`src/rtl/comb_sel_pkg.sv`:
```
// Shared types and the priority decode for the comb_sel_skid consumer stage.
// Optional feature macro used by this slice: COMB_SEL_SKID_PARITY_EN.
package comb_sel_pkg;

    // Source code carried alongside each buffered value; NONE marks an empty head.
    typedef enum logic [1:0] {
        NONE = 2'd0,
        SRC1 = 2'd1,
        SRC2 = 2'd2,
        SRC3 = 2'd3
    } sel_t;

    // Occupancy of the 2-entry skid buffer.
    typedef enum logic [1:0] {
        EMPTY = 2'd0,
        ONE   = 2'd1,
        TWO   = 2'd2
    } state_t;

    // Priority decode: src2[0] wins, then src3[0], otherwise fall back to src1.
    function automatic sel_t sel_code(input logic src2_lsb, input logic src3_lsb);
        sel_t code;
        if (src2_lsb) begin
            code = SRC2;
        end else if (src3_lsb) begin
            code = SRC3;
        end else begin
            code = SRC1;
        end
        return code;
    endfunction

endpackage

```
`src/rtl/comb_sel_mux.sv`:
```
// Combinational priority picker: turns one src1/src2/src3 triple into the
// selected value and its source code. Sits upstream of the buffer registers.
module comb_sel_mux
    import comb_sel_pkg::*;
#(
    parameter int SIZE = 1
) (
    input  logic [SIZE-1:0] src1_i,
    input  logic [SIZE-1:0] src2_i,
    input  logic [SIZE-1:0] src3_i,
    output logic [SIZE-1:0] data_o,
    output sel_t            sel_o
);

    sel_t sel_s;

    // Decode the source from the two LSBs and steer the matching operand.
    always_comb begin
        sel_s  = sel_code(src2_i[0], src3_i[0]);
        data_o = src1_i;
        case (sel_s)
            SRC1:    data_o = src1_i;
            SRC2:    data_o = src2_i;
            SRC3:    data_o = src3_i;
            default: data_o = src1_i;
        endcase
        sel_o = sel_s;
    end

endmodule

```
`src/rtl/comb_sel_skid.sv`:
```
// comb_sel_skid: registered consumer stage. Accepts one triple per valid/ready
// handshake, resolves the priority select and queues the result in a 2-entry
// skid buffer (head + skid) feeding a downstream valid/ready sink. Also keeps
// a saturating count of src2-selected accepts.
// Optional feature: define COMB_SEL_SKID_PARITY_EN to add out_par, a parity
// bit computed at accept time and stored alongside each entry.
module comb_sel_skid
    import comb_sel_pkg::*;
#(
    parameter int size  = 1,
    parameter int CNT_W = 8
) (
    input  logic             clk,
    input  logic             rst_n,
    input  logic             in_valid,
    output logic             in_ready,
    input  logic [size-1:0]  src1,
    input  logic [size-1:0]  src2,
    input  logic [size-1:0]  src3,
    output logic             out_valid,
    input  logic             out_ready,
    output logic [size-1:0]  out_data,
    output logic [1:0]       out_sel,
`ifdef COMB_SEL_SKID_PARITY_EN
    output logic             out_par,
`endif
    output logic [CNT_W-1:0] hit_cnt
);

    state_t            state_q;
    state_t            state_d;
    logic [size-1:0]   head_data_q;
    sel_t              head_sel_q;
    logic [size-1:0]   skid_data_q;
    sel_t              skid_sel_q;
    logic [CNT_W-1:0]  hit_cnt_q;

    logic [size-1:0]   mux_data_s;
    sel_t              mux_sel_s;
    logic              in_ready_s;
    logic              out_valid_s;
    logic              accept_s;
    logic              emit_s;
    logic              head_ld_new_s;
    logic              head_ld_skid_s;
    logic              head_clr_s;
    logic              skid_ld_s;
    logic              skid_clr_s;

    comb_sel_mux #(
        .SIZE (size)
    ) u_mux (
        .src1_i (src1),
        .src2_i (src2),
        .src3_i (src3),
        .data_o (mux_data_s),
        .sel_o  (mux_sel_s)
    );

    // Handshake flags come from the state register only, so out_ready never
    // reaches in_ready combinationally.
    assign in_ready_s  = (state_q != TWO);
    assign out_valid_s = (state_q != EMPTY);
    assign accept_s    = in_valid & in_ready_s;
    assign emit_s      = out_valid_s & out_ready;

    // Next-state and load-enable decode for the head/skid pair.
    always_comb begin
        state_d        = state_q;
        head_ld_new_s  = 1'b0;
        head_ld_skid_s = 1'b0;
        head_clr_s     = 1'b0;
        skid_ld_s      = 1'b0;
        skid_clr_s     = 1'b0;
        case (state_q)
            EMPTY: begin
                if (accept_s) begin
                    head_ld_new_s = 1'b1;
                    state_d       = ONE;
                end else begin
                    state_d       = EMPTY;
                end
            end
            ONE: begin
                if (accept_s && emit_s) begin
                    head_ld_new_s = 1'b1;
                    state_d       = ONE;
                end else if (accept_s) begin
                    skid_ld_s     = 1'b1;
                    state_d       = TWO;
                end else if (emit_s) begin
                    // Clear the head so an empty buffer shows out_sel=NONE.
                    head_clr_s    = 1'b1;
                    state_d       = EMPTY;
                end else begin
                    state_d       = ONE;
                end
            end
            TWO: begin
                if (emit_s) begin
                    head_ld_skid_s = 1'b1;
                    skid_clr_s     = 1'b1;
                    state_d        = ONE;
                end else begin
                    state_d        = TWO;
                end
            end
            default: begin
                head_clr_s = 1'b1;
                skid_clr_s = 1'b1;
                state_d    = EMPTY;
            end
        endcase
    end

    // State register.
    always_ff @(posedge clk or negedge rst_n) begin
        if (!rst_n) begin
            state_q <= EMPTY;
        end else begin
            state_q <= state_d;
        end
    end

    // Head entry: fresh triple, promoted skid entry, or cleared when drained.
    always_ff @(posedge clk or negedge rst_n) begin
        if (!rst_n) begin
            head_data_q <= {size{1'b0}};
            head_sel_q  <= NONE;
        end else if (head_ld_new_s) begin
            head_data_q <= mux_data_s;
            head_sel_q  <= mux_sel_s;
        end else if (head_ld_skid_s) begin
            head_data_q <= skid_data_q;
            head_sel_q  <= skid_sel_q;
        end else if (head_clr_s) begin
            head_data_q <= {size{1'b0}};
            head_sel_q  <= NONE;
        end
    end

    // Skid entry: catches a triple while the head is stalled; cleared once promoted.
    always_ff @(posedge clk or negedge rst_n) begin
        if (!rst_n) begin
            skid_data_q <= {size{1'b0}};
            skid_sel_q  <= NONE;
        end else if (skid_ld_s) begin
            skid_data_q <= mux_data_s;
            skid_sel_q  <= mux_sel_s;
        end else if (skid_clr_s) begin
            skid_data_q <= {size{1'b0}};
            skid_sel_q  <= NONE;
        end
    end

    // Saturating count of accepted src2-selected triples; emits do not touch it.
    always_ff @(posedge clk or negedge rst_n) begin
        if (!rst_n) begin
            hit_cnt_q <= {CNT_W{1'b0}};
        end else if (accept_s && (mux_sel_s == SRC2) && (hit_cnt_q != {CNT_W{1'b1}})) begin
            hit_cnt_q <= hit_cnt_q + CNT_W'(1);
        end
    end

`ifdef COMB_SEL_SKID_PARITY_EN
    logic head_par_q;
    logic skid_par_q;

    function automatic logic par_of(input logic [size-1:0] d);
        return ^d;
    endfunction

    // Parity is captured with the data at accept time and follows it through the buffer.
    always_ff @(posedge clk or negedge rst_n) begin
        if (!rst_n) begin
            head_par_q <= 1'b0;
            skid_par_q <= 1'b0;
        end else begin
            if (head_ld_new_s) begin
                head_par_q <= par_of(mux_data_s);
            end else if (head_ld_skid_s) begin
                head_par_q <= skid_par_q;
            end else if (head_clr_s) begin
                head_par_q <= 1'b0;
            end
            if (skid_ld_s) begin
                skid_par_q <= par_of(mux_data_s);
            end else if (skid_clr_s) begin
                skid_par_q <= 1'b0;
            end
        end
    end

    assign out_par = head_par_q;
`endif

    assign in_ready  = in_ready_s;
    assign out_valid = out_valid_s;
    assign out_data  = head_data_q;
    assign out_sel   = head_sel_q;
    assign hit_cnt   = hit_cnt_q;

endmodule

```
`config.mk`:
```
export PLATFORM = sky130hd
export DESIGN_NAME = comb_sel_skid
export DESIGN_NICKNAME = d
export VERILOG_FILES = /design/src/rtl/comb_sel_pkg.sv /design/src/rtl/comb_sel_mux.sv /design/src/rtl/comb_sel_skid.sv
export SDC_FILE = /design/constraint.sdc
export NUM_CORES = 1
export LEC_CHECK = 0
export CORE_MARGIN = 10
export CORE_UTILIZATION = 52
export DETAILED_ROUTE_END_ITERATION = 16
export PLACE_DENSITY = 0.82
export SYNTH_ARGS = -nofsm -noshare
export SYNTH_HDL_FRONTEND = slang
export SYNTH_HIERARCHICAL = 1
export SYNTH_SLANG_ARGS = --single-unit
```
`constraint.sdc`:
```
create_clock -name clk -period 3.42 [get_ports clk]
set_input_delay 0.684 -clock clk [delete_from_list [all_inputs] [get_ports clk]]
set_output_delay 0.684 -clock clk [all_outputs]
set_load 0.005 [all_outputs]
```
==> impl_metrics.json <==
{
  "outcome": "completed",
  "p_seq_share_pct": 41.2,
  "layout.cells.non_filler": 115,
  "ios": 20,
  "die_area_sq_um": 3800,
  "comb_power_share_pct": 43.4,
  "power_mw": 0.833,
  "fin_worst_skew_ps": 5.29,
  "swShare_pct": 32.8,
  "htree_levels": 1,
  "drv_cap": 0,
  "p_clk_share_pct": 15.3,
  "grt_pass1_wl_um": 2860,
  "vias": 649,
  "cts.clk_slew.worst_paths_ps": 100,
  "fin_tns_setup_ps": 0,
  "synth_area_leaders": "dfrtp_1 (44%), ha_1 (5.5%), xnor2_1 (4.9%)",
  "syn_avg_cell_area_sq_um": 11.4,
  "antenna_found_initial": 0,
  "yosysMostFrequentCell": "dfrtp_1",
  "final_hold_viol_count": 0,
  "worst_pin_slew_ps": 704,
  "nNetsFinal": 111,
  "gp_congestion": 0.758,
  "start_util_pct": 57.2,
  "yosys-top-cells-count": "dfrtp_1 (16), xnor2_1 (5), ha_1 (4), inv_1 (4), nand3_1 (4)",
  "crit_path_cell_trace": "or2_2 -> clkdlybuf4s50_1",
  "drc_errors": 0,
  "routedWlPerCell_um": 15.4,
  "grt_max_degree": 17,
  "seq_area_frac_synth_pct": 44.4,
  "via_per_inst": 5.64,
  "die_w_um": 61.7,
  "clock-sinks": 16,
  "hp-class": "reg -> reg",
  "end_kind": "primary output",
  "r2r_slack_ps": 1350,
  "dr.pass1.iters": 3,
  "cp.required_ps": 2740,
  "postPlaceCellArea_sq_um": 1080,
  "critPathMaxFanout": 10,
  "portBuffers": 19,
  "finalSetupViolCount": 0,
  "cts_tree": "built",
  "max_stage_delay_ps": 520,
  "synth_area_leader_cell": "dfrtp_1",
  "ir_drop_uv": 437,
  "synth.top_cell.area_share_pct": 44.4,
  "drv_slew": 0,
  "post_cts_buffers": 0,
  "fill_cells": 121,
  "syn_inst": 79,
  "die_height_um": 61.7,
  "first_iter_violations": 5,
  "core_sq_um": 1580,
  "cp-start-kind": "flip-flop",
  "ys.flop_type": "dfrtp_1",
  "rows": 14,
  "fin_crit_sh_pct": 67.3,
  "worst_path_max_delay_cell": "dfrtp_1",
  "dp_hpwl_um": 1410,
  "leakagePower_nw": 0.522,
  "ys_seq_elements": 16,
  "power_density_nw_per_um2": 747,
  "clock_path_buffers": 2,
  "synth_warnings": 6,
  "slew_headroom_pct": 52.9,
  "grt_pass1_vias": 674,
  "syn_area_sq_um": 902,
  "switchingPower_mw": 0.273,
  "wl_um": 1770,
  "ant_nets": 0,
  "insertedDiodeCount": 0,
  "cts_root_buf": "clkbuf_4",
  "fin_area_sq_um": 1110,
  "rsz0062_at_grt": "false",
  "fmax_ghz": 0.435,
  "cts-buffers-inserted": 3,
  "synth_cell_type_count": 31,
  "clkLatencyLatePin_ps": 290,
  "cts_hold_buf": 0,
  "crit_type": "reg -> out",
  "overflow": 0,
  "areaGrowthSynthToFinish_pct": 23.6,
  "async_flop_share_pct": 100,
  "track_usage_pct": 9.86,
  "internal-power_mw": 0.560,
  "syn_nets": 90,
  "placed_cells": 111,
  "synth_edf_count": 0,
  "layout-drive-gt1-share_pct": 19.2,
  "period_minus_slack_ps": 2300,
  "cts_resized": 0,
  "worstPathArrival_ps": 1620
}
[per-stage QoR]
| step | hold slack (ps) | worst slack (ps) | utilization (%) |
|---|---|---|---|
| global route | 540 | 1060 | 70.7 |
| CTS | 513 | 1110 | 70.7 |
| floorplan | 388 | 1520 | - |
| detailed placement | 487 | 968 | 68.4 |
| finish | 514 | 1120 | 70.7 |
| global placement | 485 | 1080 | 68.4 |
[cell families after synthesis]
logic type | after synthesis | share of synthesized area (%)
compound gates | 11 | 9.43
simple gates | 30 | 23.3
fa+ha+maj | 4 | 5.55
buf+inv | 8 | 5.82
mux | 5 | 6.66
xor+xnor | 5 | 4.85
flops | 16 | 44.4
[sequential cells by signal, indices dropped and copies added (netlist names)]
name and count:
hit_cnt 8, out_sel 2, skid_sel_q 2, state_q 2, out_data 1, skid_data_q 1
[critical path, delay by kind of cell, from the launching register on]
kind	cells	cell delay [ps]
and+or+nand+nor	1	350
buffers and inverters	1	450
DFF	1	520
[cells in the final DEF (no fill, tap or decap), types with 2 or more instances in the layout]
cell type / n
a22o_1: 3
a221o_1: 3
ha_1: 4
dfrtp_1: 16
clkbuf_4: 3
nor2_1: 2
or2_2: 2
mux2_4: 2
o21ai_0: 2
inv_1: 4
clkdlybuf4s50_1: 19
xnor2_1: 5
nand2_1: 2
and3_2: 3
or3_1: 2
and3_1: 3
a21oi_1: 2
mux2i_1: 3
nand3_1: 4
nand4_1: 2
[power groups by stage]
stage	logic, mW	clock network (mW)	registers (mW)
after floorplan	0.248	0	0.315
after global placement	0.357	0	0.343
after detailed placement	0.366	0	0.347
after CTS	0.369	0.132	0.343
after global routing	0.396	0.141	0.355
final	0.362	0.128	0.343
[final cells by class]
class	instances	area [sq um]	area share (%)
multi-input combinational	55	449	40.3
sequential	16	400	35.9
timing repair buffer	19	190	17.1
clock buffer	4	36.3	3.25
tap	16	20.0	1.80
inverter	5	18.8	1.68
[worst paths after layout]
check | startpoint | end | depth (start not counted)
setup / recovery | state_q[0] | out_valid | 2
max in group asynchronous | rst_n | hit_cnt[7] | 1
hold reg to reg | skid_sel_q[1] | skid_sel_q[1] | 1
min in group asynchronous | rst_n | state_q[0] | 1
hold / removal | skid_sel_q[1] | skid_sel_q[1] | 1
setup reg to reg | state_q[0] | out_sel[1] | 7
[per-layer routing]
metal | wire length [um] | GRT usage (%) | part of all wire (%) | vias to the layer above
met1 | 886 | 12.4 | 50 | 314
met3 | 89 | 2.67 | 5.0 | 2
li1 | - | - | - | 322
met5 | 0 | 0 | 0 | -
met2 | 779 | 15.1 | 44 | 11
met4 | 10 | 5.10 | 0.57 | 0
No activity file was read; power rests on OpenSTA's default activity.
